$ cat config.mk
export PLATFORM = sky130hd
export DESIGN_NAME = timer256_irq_ctrl_flat
export DESIGN_NICKNAME = d
export VERILOG_FILES = /design/src/rtl/pm_irq_pkg.sv /design/src/rtl/timer256_irq_ctrl_if.sv /design/src/rtl/irq_prio_sel.sv /design/src/rtl/timer256_irq_ctrl.sv /design/src/flat_wrapper.sv
export SDC_FILE = /design/constraint.sdc
export NUM_CORES = 1
export LEC_CHECK = 0
export CAP_MARGIN = 20
export CELL_PAD_IN_SITES_DETAIL_PLACEMENT = 1
export CELL_PAD_IN_SITES_GLOBAL_PLACEMENT = 2
export CORE_MARGIN = 2
export CORE_UTILIZATION = 21
export CTS_CLUSTER_DIAMETER = 60
export DETAILED_ROUTE_END_ITERATION = 7
export PLACE_DENSITY = 0.81
export SLEW_MARGIN = 40
export SYNTH_ARGS = -nofsm -noshare
export SYNTH_HDL_FRONTEND = slang
export SYNTH_SLANG_ARGS = --single-unit
$ cat constraint.sdc
create_clock -name clk -period 2.25 [get_ports clk]
set_input_delay 0.225 -clock clk [delete_from_list [all_inputs] [get_ports clk]]
set_output_delay 0.225 -clock clk [all_outputs]
set_load 0.05 [all_outputs]
$ cat src/rtl/pm_irq_pkg.sv
// Shared types for the 256Hz-timer interrupt controller: FSM states and
// register offsets relative to the controller base address.
package pm_irq_pkg;

  typedef enum logic [1:0] {
    IRQ_IDLE = 2'd0,
    IRQ_REQ  = 2'd1,
    IRQ_GAP  = 2'd2
  } irq_state_t;

  localparam logic [1:0] REG_ENABLE = 2'd0;
  localparam logic [1:0] REG_FLAGS  = 2'd1;
  localparam logic [1:0] REG_PRIO   = 2'd2;

endpackage

$ cat src/rtl/timer256_irq_ctrl_if.sv
// Bus and CPU interrupt handshake signals of the timer256 interrupt controller.
interface timer256_irq_ctrl_if;
  logic        bus_write;
  logic        bus_read;
  logic [23:0] bus_address_in;
  logic [7:0]  bus_data_in;
  logic [7:0]  bus_data_out;
  logic        irq_req;
  logic [7:0]  irq_vector;
  logic [1:0]  irq_level;
  logic        irq_ack;

  // CPU / bus master side
  modport master (
    output bus_write, bus_read, bus_address_in, bus_data_in, irq_ack,
    input  bus_data_out, irq_req, irq_vector, irq_level
  );

  // Controller side
  modport slave (
    input  bus_write, bus_read, bus_address_in, bus_data_in, irq_ack,
    output bus_data_out, irq_req, irq_vector, irq_level
  );
endinterface

$ cat src/rtl/irq_prio_sel.sv
// Fixed-priority selector: highest set candidate index wins (3 > 2 > 1 > 0).
module irq_prio_sel (
  input  logic [3:0] cand,
  output logic       found,
  output logic [1:0] idx
);

  // Priority encode the candidate mask
  always_comb begin
    found = 1'b1;
    idx   = 2'd0;
    casez (cand)
      4'b1???: idx = 2'd3;
      4'b01??: idx = 2'd2;
      4'b001?: idx = 2'd1;
      4'b0001: idx = 2'd0;
      default: found = 1'b0;
    endcase
  end

endmodule

$ cat src/rtl/timer256_irq_ctrl.sv
// Interrupt controller for the four timer256 sources. Latches source pulses
// into pending flags, masks them with per-source enables and a group level,
// and presents one vectored request to the CPU with a req/ack handshake.
module timer256_irq_ctrl
  import pm_irq_pkg::*;
#(
  parameter logic [23:0] BASE_ADDR   = 24'h2020,
  parameter logic [7:0]  VECTOR_BASE = 8'h20
) (
  input  logic                      clk,
  input  logic                      reset,
  timer256_irq_ctrl_if.slave        bus,
  input  logic [3:0]                src_irq,
  input  logic [1:0]                cpu_level
);

  logic [3:0] enable_q;
  logic [3:0] flags_q;
  logic [1:0] prio_q;
  logic [1:0] idx_q;
  logic [7:0] vector_q;
  logic [1:0] level_q;
  irq_state_t state_q;

  logic       sel_enable, sel_flags, sel_prio;
  logic       wr_enable, wr_flags, wr_prio;
  logic [3:0] cand;
  logic [3:0] clr;
  logic       found;
  logic [1:0] sel_idx;
  logic       eligible;
  logic       ack_fire;
  logic       src_live;
  logic       unused_read;

  // Reads are side-effect free, so the read strobe does not gate anything
  assign unused_read = bus.bus_read;

  assign sel_enable = (bus.bus_address_in == BASE_ADDR + 24'(REG_ENABLE));
  assign sel_flags  = (bus.bus_address_in == BASE_ADDR + 24'(REG_FLAGS));
  assign sel_prio   = (bus.bus_address_in == BASE_ADDR + 24'(REG_PRIO));
  assign wr_enable  = bus.bus_write & sel_enable;
  assign wr_flags   = bus.bus_write & sel_flags;
  assign wr_prio    = bus.bus_write & sel_prio;

  assign cand     = flags_q & enable_q;
  assign eligible = found && (prio_q != 2'd0) && (prio_q > cpu_level);
  assign ack_fire = (state_q == IRQ_REQ) && bus.irq_ack;
  assign src_live = flags_q[idx_q] & enable_q[idx_q];

  irq_prio_sel u_sel (
    .cand  (cand),
    .found (found),
    .idx   (sel_idx)
  );

  // Flag clear mask: software W1C plus the source being acknowledged
  always_comb begin
    clr = '0;
    if (wr_flags) clr = bus.bus_data_in[3:0];
    if (ack_fire) clr[idx_q] = 1'b1;
  end

  // Combinational register read-back; unmapped addresses read zero
  always_comb begin
    bus.bus_data_out = '0;
    if (sel_enable)     bus.bus_data_out = {4'b0, enable_q};
    else if (sel_flags) bus.bus_data_out = {4'b0, flags_q};
    else if (sel_prio)  bus.bus_data_out = {6'b0, prio_q};
  end

  // Bus-mapped registers and pending flags; a new pulse beats a same-cycle clear
  always_ff @(posedge clk) begin
    if (reset) begin
      enable_q <= '0;
      flags_q  <= '0;
      prio_q   <= '0;
    end else begin
      flags_q <= (flags_q & ~clr) | src_irq;
      if (wr_enable) enable_q <= bus.bus_data_in[3:0];
      if (wr_prio)   prio_q   <= bus.bus_data_in[1:0];
    end
  end

  // Request FSM: latch winner in IDLE, hold until ack or withdraw, one-cycle GAP after ack
  always_ff @(posedge clk) begin
    if (reset) begin
      state_q  <= IRQ_IDLE;
      idx_q    <= '0;
      vector_q <= '0;
      level_q  <= '0;
    end else begin
      case (state_q)
        IRQ_IDLE: begin
          if (eligible) begin
            idx_q    <= sel_idx;
            vector_q <= VECTOR_BASE + 8'(sel_idx);
            level_q  <= prio_q;
            state_q  <= IRQ_REQ;
          end
        end
        IRQ_REQ: begin
          if (bus.irq_ack)                        state_q <= IRQ_GAP;
          else if (!src_live || prio_q == 2'd0)   state_q <= IRQ_IDLE;
        end
        IRQ_GAP:  state_q <= IRQ_IDLE;
        default:  state_q <= IRQ_IDLE;
      endcase
    end
  end

  assign bus.irq_req    = (state_q == IRQ_REQ);
  assign bus.irq_vector = vector_q;
  assign bus.irq_level  = level_q;

endmodule
$ cat src/flat_wrapper.sv
// flat-port wrapper written by rule: the top's interface ports become plain ports
module timer256_irq_ctrl_flat import pm_irq_pkg::*;
#(
  parameter logic [23:0] BASE_ADDR   = 24'h2020,
  parameter logic [7:0]  VECTOR_BASE = 8'h20
)
  (clk, reset, src_irq, cpu_level, bus_bus_write, bus_bus_read, bus_bus_address_in, bus_bus_data_in, bus_irq_ack, bus_bus_data_out, bus_irq_req, bus_irq_vector, bus_irq_level);
  timer256_irq_ctrl_if bus_i ();
  input  logic clk;
  input  logic reset;
  input  logic [3:0] src_irq;
  input  logic [1:0] cpu_level;
  input wire logic [$bits(bus_i.bus_write)-1:0] bus_bus_write;
  input wire logic [$bits(bus_i.bus_read)-1:0] bus_bus_read;
  input wire logic [$bits(bus_i.bus_address_in)-1:0] bus_bus_address_in;
  input wire logic [$bits(bus_i.bus_data_in)-1:0] bus_bus_data_in;
  input wire logic [$bits(bus_i.irq_ack)-1:0] bus_irq_ack;
  output wire logic [$bits(bus_i.bus_data_out)-1:0] bus_bus_data_out;
  output wire logic [$bits(bus_i.irq_req)-1:0] bus_irq_req;
  output wire logic [$bits(bus_i.irq_vector)-1:0] bus_irq_vector;
  output wire logic [$bits(bus_i.irq_level)-1:0] bus_irq_level;
  assign bus_i.bus_write = bus_bus_write;
  assign bus_i.bus_read = bus_bus_read;
  assign bus_i.bus_address_in = bus_bus_address_in;
  assign bus_i.bus_data_in = bus_bus_data_in;
  assign bus_i.irq_ack = bus_irq_ack;
  assign bus_bus_data_out = bus_i.bus_data_out;
  assign bus_irq_req = bus_i.irq_req;
  assign bus_irq_vector = bus_i.irq_vector;
  assign bus_irq_level = bus_i.irq_level;
  timer256_irq_ctrl #(.BASE_ADDR(BASE_ADDR), .VECTOR_BASE(VECTOR_BASE)) u_core (.clk(clk), .reset(reset), .bus(bus_i), .src_irq(src_irq), .cpu_level(cpu_level));
endmodule
# After elaboration in Yosys (flattened, before gate mapping)
# Cells that the tools add are included.
# word_totals
out_inout_bits,19
register_bits,24
word_cells,58
inputBits,43
# op_classes
add_sub_neg,1
n_reduce_logical,12
bitwise,9
order_cmp,3
mux,17
eq_ne,9
# op_table
operator,count
== test 24 x 14 -> 1 bit (second input constant),3
2-to-1 mux 8 bit,2
AND 4 bit,2
2-to-1 mux 2 bit,4
2-to-1 mux 4 bit,2
OR 4 bit,2
adder 6 x 2 -> 7 bit (first input constant),1
one-hot mux 2 bit (3 select lines),1
AND 1 bit,4
binary-select mux 1 bit (select 2 bit),2
== test 2 x 1 -> 1 bit (second input constant),2
== test 4 x 1 -> 1 bit (second input constant),1
logical AND 1 bit,4
zero test 2 bit,2
2-to-1 mux 1 bit,4
NOT 4 bit,1
one-hot mux 2 bit (2 select lines),1
AND reduction 2 bit,2
OR reduction 4 bit,1
== test 3 x 1 -> 1 bit (second input constant),1
< comparator 2 x 3 -> 1 bit (second input constant),1
inequality test 3 x 2 -> 1 bit (second input constant),1
demux 1 bit (select 2 bit),1
>= comparator 2 x 1 -> 1 bit (second input constant),1
other kinds (5),5

# Depth between registers and ports, before layout
# depth
word_depth,9
ltp_mapped,6
ltp_nobuf,6

# Hierarchy
# From an unflattened synthesis, not the netlist that was laid out.
# hier_totals
cells_unflattened,130
area_unflattened_um2,1142.3
# by_module_without_submodules
mod,n_inst,area_per_inst_um2,cells_each,seq_area_each_um2
timer256_irq_ctrl,1,1118.6,126,340.3
irq_prio_sel,1,23.8,4,0.0

# Least setup slack after synthesis
# No wires, ideal clock.
# synth_path
path_kind,input port to output port
startpoint,input bus_bus_address_in[3]
endpoint,output bus_bus_data_out[2]
path_buffers,1
required_time_ns,2.025
setup_slack_ns,-0.135
t_arrival_ns,2.160
path_stages,5
path_cell_list,nor4b_1 -> and4_1 -> buf_2 -> nand3_1 -> nor3_1
# synth_via
elab_chain_len,3
elab_cells_between_ends,4
classes_between,eq/ne: 2; mux: 2
# synth_rtl
item,line_no,rtl
start: declaration,flat_wrapper.sv:15,input wire logic [$bits(bus_i.bus_address_in)-1:0] bus_bus_address_in;
== test 24 x 14 -> 1 bit,timer256_irq_ctrl.sv:40,assign sel_flags = (bus.bus_address_in == BASE_ADDR + 24'(REG_FLAGS));
2-to-1 mux 8 bit,timer256_irq_ctrl.sv:68,"else if (sel_flags) bus.bus_data_out = {4'b0, flags_q};"
2-to-1 mux 8 bit (*),timer256_irq_ctrl.sv:67,"if (sel_enable) bus.bus_data_out = {4'b0, enable_q};"
end: declaration,flat_wrapper.sv:18,output wire logic [$bits(bus_i.bus_data_out)-1:0] bus_bus_data_out;
# Every way passes the cells marked *; elsewhere a longest branch is shown, timed or not.

# Worst setup path after layout
# layout_path
startpoint,input bus_bus_address_in[21]
endpoint,output bus_bus_data_out[2]
# The elaborated chain is that of the path after synthesis.

==> out/qor.log <==
[setup_path] WP data required 2030 ps
[logic_synthesis] FF+latch count, synth 17
[placement] placed cell count 257
[floorplan] horizontal extent of the die 76.25 microns
[logic_synthesis] top cells by area, synth dfxtp_1 (31%), a21oi_1 (7.8%), buf_4 (6.2%)
[clock_network] total setup buffers inserted after CTS 0
[final_layout] Inserted Diodes 0
[global_routing] layer carrying the most global-route usage met2
[sta] time the worst path needs with I/O delays and setup 2125 ps
[setup_path] Crit path buffers/inverters 3
[setup_path] Critical Path Max Stage Delay 460 ps
[setup_path] Worst path slowest cell clkdlybuf4s50_1
[final_layout] Final Instance Count excl. Fillers 261
[logic_synthesis] Mean Syn Cell Area 7.942 sq um
[final_layout] sequential cell area in the final layout 340.3 sq um
[logic_synthesis] number of enable-type register cells in the synthesized netlist 0
[routing] total iterations of the first detailed-routing run 4
[hold_path] Hold Path Stages 2
[setup_path] type of the setup path with the least slack input pin to output port
[power_and_ir_drop] power density of the placed cells 386.0 nW/um^2
[global_routing] global-route wire length before repair 5871 microns
[logic_synthesis] distinct cell type count after synthesis 33
[routing] Detailed Route WL 3466 microns
[clock_network] H-tree Lvls 1
[sta] number of max-slew violations in the final report 0
[setup_path] startpoint kind of the worst setup timing path input pin
[power_and_ir_drop] Switching Share 0.2659
[power_and_ir_drop] Comb power frac 0.217
[outcome] result of the run finished clean
[logic_synthesis] post-synthesis instance area 1096 sq um
[routing] 1st-iter DRT viols 51
[power_and_ir_drop] leak pwr 0.6065 nW
[power_and_ir_drop] Overall Power 0.6897 mW
[hold_path] path type of the worst min-delay path flop to flop
[global_routing] grt met3 use 0.03791
[setup_path] largest fanout on the critical path 4
[routing] total vias in the final route 1221
[logic_synthesis] Synth Warn # 0
[final_layout] Fillers 627
[clock_network] hold-fix buffers at CTS 0
[logic_synthesis] top-area cell type share of the netlist area 0.3105
[final_layout] Layout Cell Area excl Fill 1787 sq um
[global_routing] GR Util All Layers 0.1226
[sta] post-route clock period utilization 0.9446
[global_routing] met2 Track Usage GR 0.2310
[logic_synthesis] gate count of the mapped netlist 138
[sta] max frequency 470.5 MHz
[global_routing] grt met1 use 0.1422
[final_layout] ratio of cells with drive above 1 in the final layout 0.1361
[sta] unrepaired setup endpoints after global routing false
[sta] remaining max-slew budget at the tightest pin 0.5480
[setup_path] crit path DAT 1900 ps
[clock_network] clock tree from TritonCTS yes
[final_layout] area occupied by multi-input gates 720.7 sq um
[floorplan] initial cell density of the core 0.2160
[logic_synthesis] share of flip-flops with an asynchronous set or reset 0
[power_and_ir_drop] worst-case vdd ir drop 168.7 uV
[setup_path] cell count along the critical path 7
[floorplan] Core Area 5075 sq um
[sta] number of hold-slack violations in the final timing report 0
[final_layout] post-layout util 0.3521
[global_routing] initial antenna violation count 0
[clock_network] clock insertion delay at the later pin of the skew report 250 ps
[floorplan] Die Footprint 5813 sq um
[power_and_ir_drop] clock network fraction of design power 0.332
[clock_network] number of buffers on the longest clock path 2
[global_routing] vias in the first global route 1276
[placement] IO Port Bufs 47
[placement] Detailed Place HPWL 2838 microns
[setup_path] kind of end point of the critical path output port
[clock_network] sink count of the clock tree 17
[setup_path] largest delay contributor family on the critical path simple AND/OR/NAND/NOR gates
[sta] hold slack final 475.1 ps
[clock_network] clock slew seen by the registers of the worst setup and hold paths 70 ps
[global_routing] Overflow after GRT 0
[sta] post-route setup TNS 0 ps
[logic_synthesis] Synth area leader dfxtp_1
[routing] residual DRC count 0
[clock_network] number of CTS-inserted buffers 3
[routing] DR vias/cell 4.678
[floorplan] Top Ports 62
[placement] standard cell area after detailed placement 1697 sq um
[power_and_ir_drop] sw power 0.1834 mW
[setup_path] CP Cell Sequence clkdlybuf4s50_1, nor4_4, and4_1, nand3_2, nor3_2, buf_4, buf_12
[routing] count of nets left with antenna violations after detail routing 0
[global_routing] pin count of the biggest net entering global routing 18
[floorplan] Site Rows 26
[job] total of max-cap violations 0
[sta] Fin Clk Skew 4.022 ps
[final_layout] area grow syn2layout 63.01%
[floorplan] vertical die dimension 76.25 microns
[clock_network] cell at the root of the clock tree clkbuf_8
[final_layout] final-stage net count 237
[sta] final number of setup-violating endpoints 0
[logic_synthesis] sequential-to-total area share from yosys stat 0.3105
[setup_path] Reg2Reg Depth 5
[power_and_ir_drop] part of the total power dissipated in sequential elements 0.451
[routing] Wirelength per Cell 13.28 microns
[logic_synthesis] most used flip-flop cell after synthesis dfxtp_1
[sta] worst-case setup margin in the final layout 124.7 ps
[sta] worst-margin pin slew 675.9 ps
[placement] Placement Setup Slack -14.26 ps
[placement] final weighted congestion in routability-driven placement 0.7560
[power_and_ir_drop] internal cell power 0.5063 mW
-- metal layers --
metal  vias up  routed length, microns
met4         0                      15
met3         2                     180
met2        33                    1826
met5         -                       0
li1        605                       -
met1       581                    1445
-- registers in the layout, indices dropped and copies added (netlist names) --
signal,flops
u_core.enable_q,4
u_core.flags_q,4
u_core.bus.irq_level,2
u_core.bus.irq_vector,2
u_core.prio_q,2
u_core.state_q,2
u_core.idx_q,1
-- power by group through the flow --
stage                     sequential, mW  clock [mW]  combinational, mW
after floorplan                    0.316           0             0.0736
after global placement             0.318           0              0.142
after detailed placement           0.318           0              0.143
after CTS                          0.311       0.238              0.145
after global routing               0.312       0.255              0.160
final                              0.311       0.229              0.149
-- worst reg2reg max path, cell delays in order (launching register included) --
cell	delay (ps)
dfxtp_1	360
ha_1	310
nor2b_1	180
o2111a_1	320
a21oi_1	100
a311oi_1	240
-- timing repair --
item | in CTS | in global routing
hold endpoints to repair | 0 | 0
endpoints found under the setup margin | 2 | 2
resized for setup | 2 | 5
-- cell usage in the layout, fill, tap and decap left out, drive strengths merged, types with 2 or more instances in the layout --
cell | Yosys | layout
clkdlybuf4s50 | 0 | 43
a21oi | 18 | 18
dfxtp | 17 | 17
buf | 10 | 12
nor2 | 11 | 11
nand3 | 11 | 11
conb | 1 | 9
o21ai | 8 | 8
nand2 | 7 | 7
inv | 6 | 6
nand4 | 6 | 6
a311oi | 5 | 5
nor2b | 4 | 4
mux2i | 4 | 4
clkbuf | 4 | 4
nor4 | 4 | 4
and4 | 3 | 3
nor4b | 3 | 3
nor3 | 2 | 2
or3b | 2 | 2
or3 | 2 | 2
ha | 2 | 2
-- logic make-up after synthesis --
group | share of synthesized area
other | 0.003421
buffers and inverters | 0.1004
AND/OR/NAND/NOR | 0.3117
flip-flops | 0.3105
adder cells (fa/ha/maj) | 0.02283
AO/OA/AOI/OAI | 0.1941
multiplexers | 0.05708
-- path summary, 6_finish.rpt --
check	from	end	slack (ps)
hold reg to reg	u_core.bus.irq_vector[5]	u_core.bus.irq_vector[5]	480
setup reg to reg	u_core.prio_q[1]	u_core.idx_q[0]	660
hold / removal	u_core.bus.irq_vector[5]	u_core.bus.irq_vector[5]	480
setup / recovery	bus_bus_address_in[21]	bus_bus_data_out[2]	120
-- cell usage after synthesis, drive strengths merged (2+ instances only) --
library cell	n
and4	3
or3b	2
inv	6
clkbuf	4
buf	10
nor4b	3
nor2b	4
nand3	11
or3	2
nand4	6
nor3	2
nand2	7
dfxtp	17
nor2	11
a311oi	5
mux2i	4
o21ai	8
ha	2
a21oi	18
nor4	4
-- cell type report --
type	instances	share of cell area
Multi-Input combinational cell	109	0.4034
Timing Repair Buffer	55	0.3193
Sequential cell	17	0.1905
Tap cell	70	0.04902
Clock buffer	4	0.02521
Inverter	6	0.01261
Power figures use the tool's default switching activity.
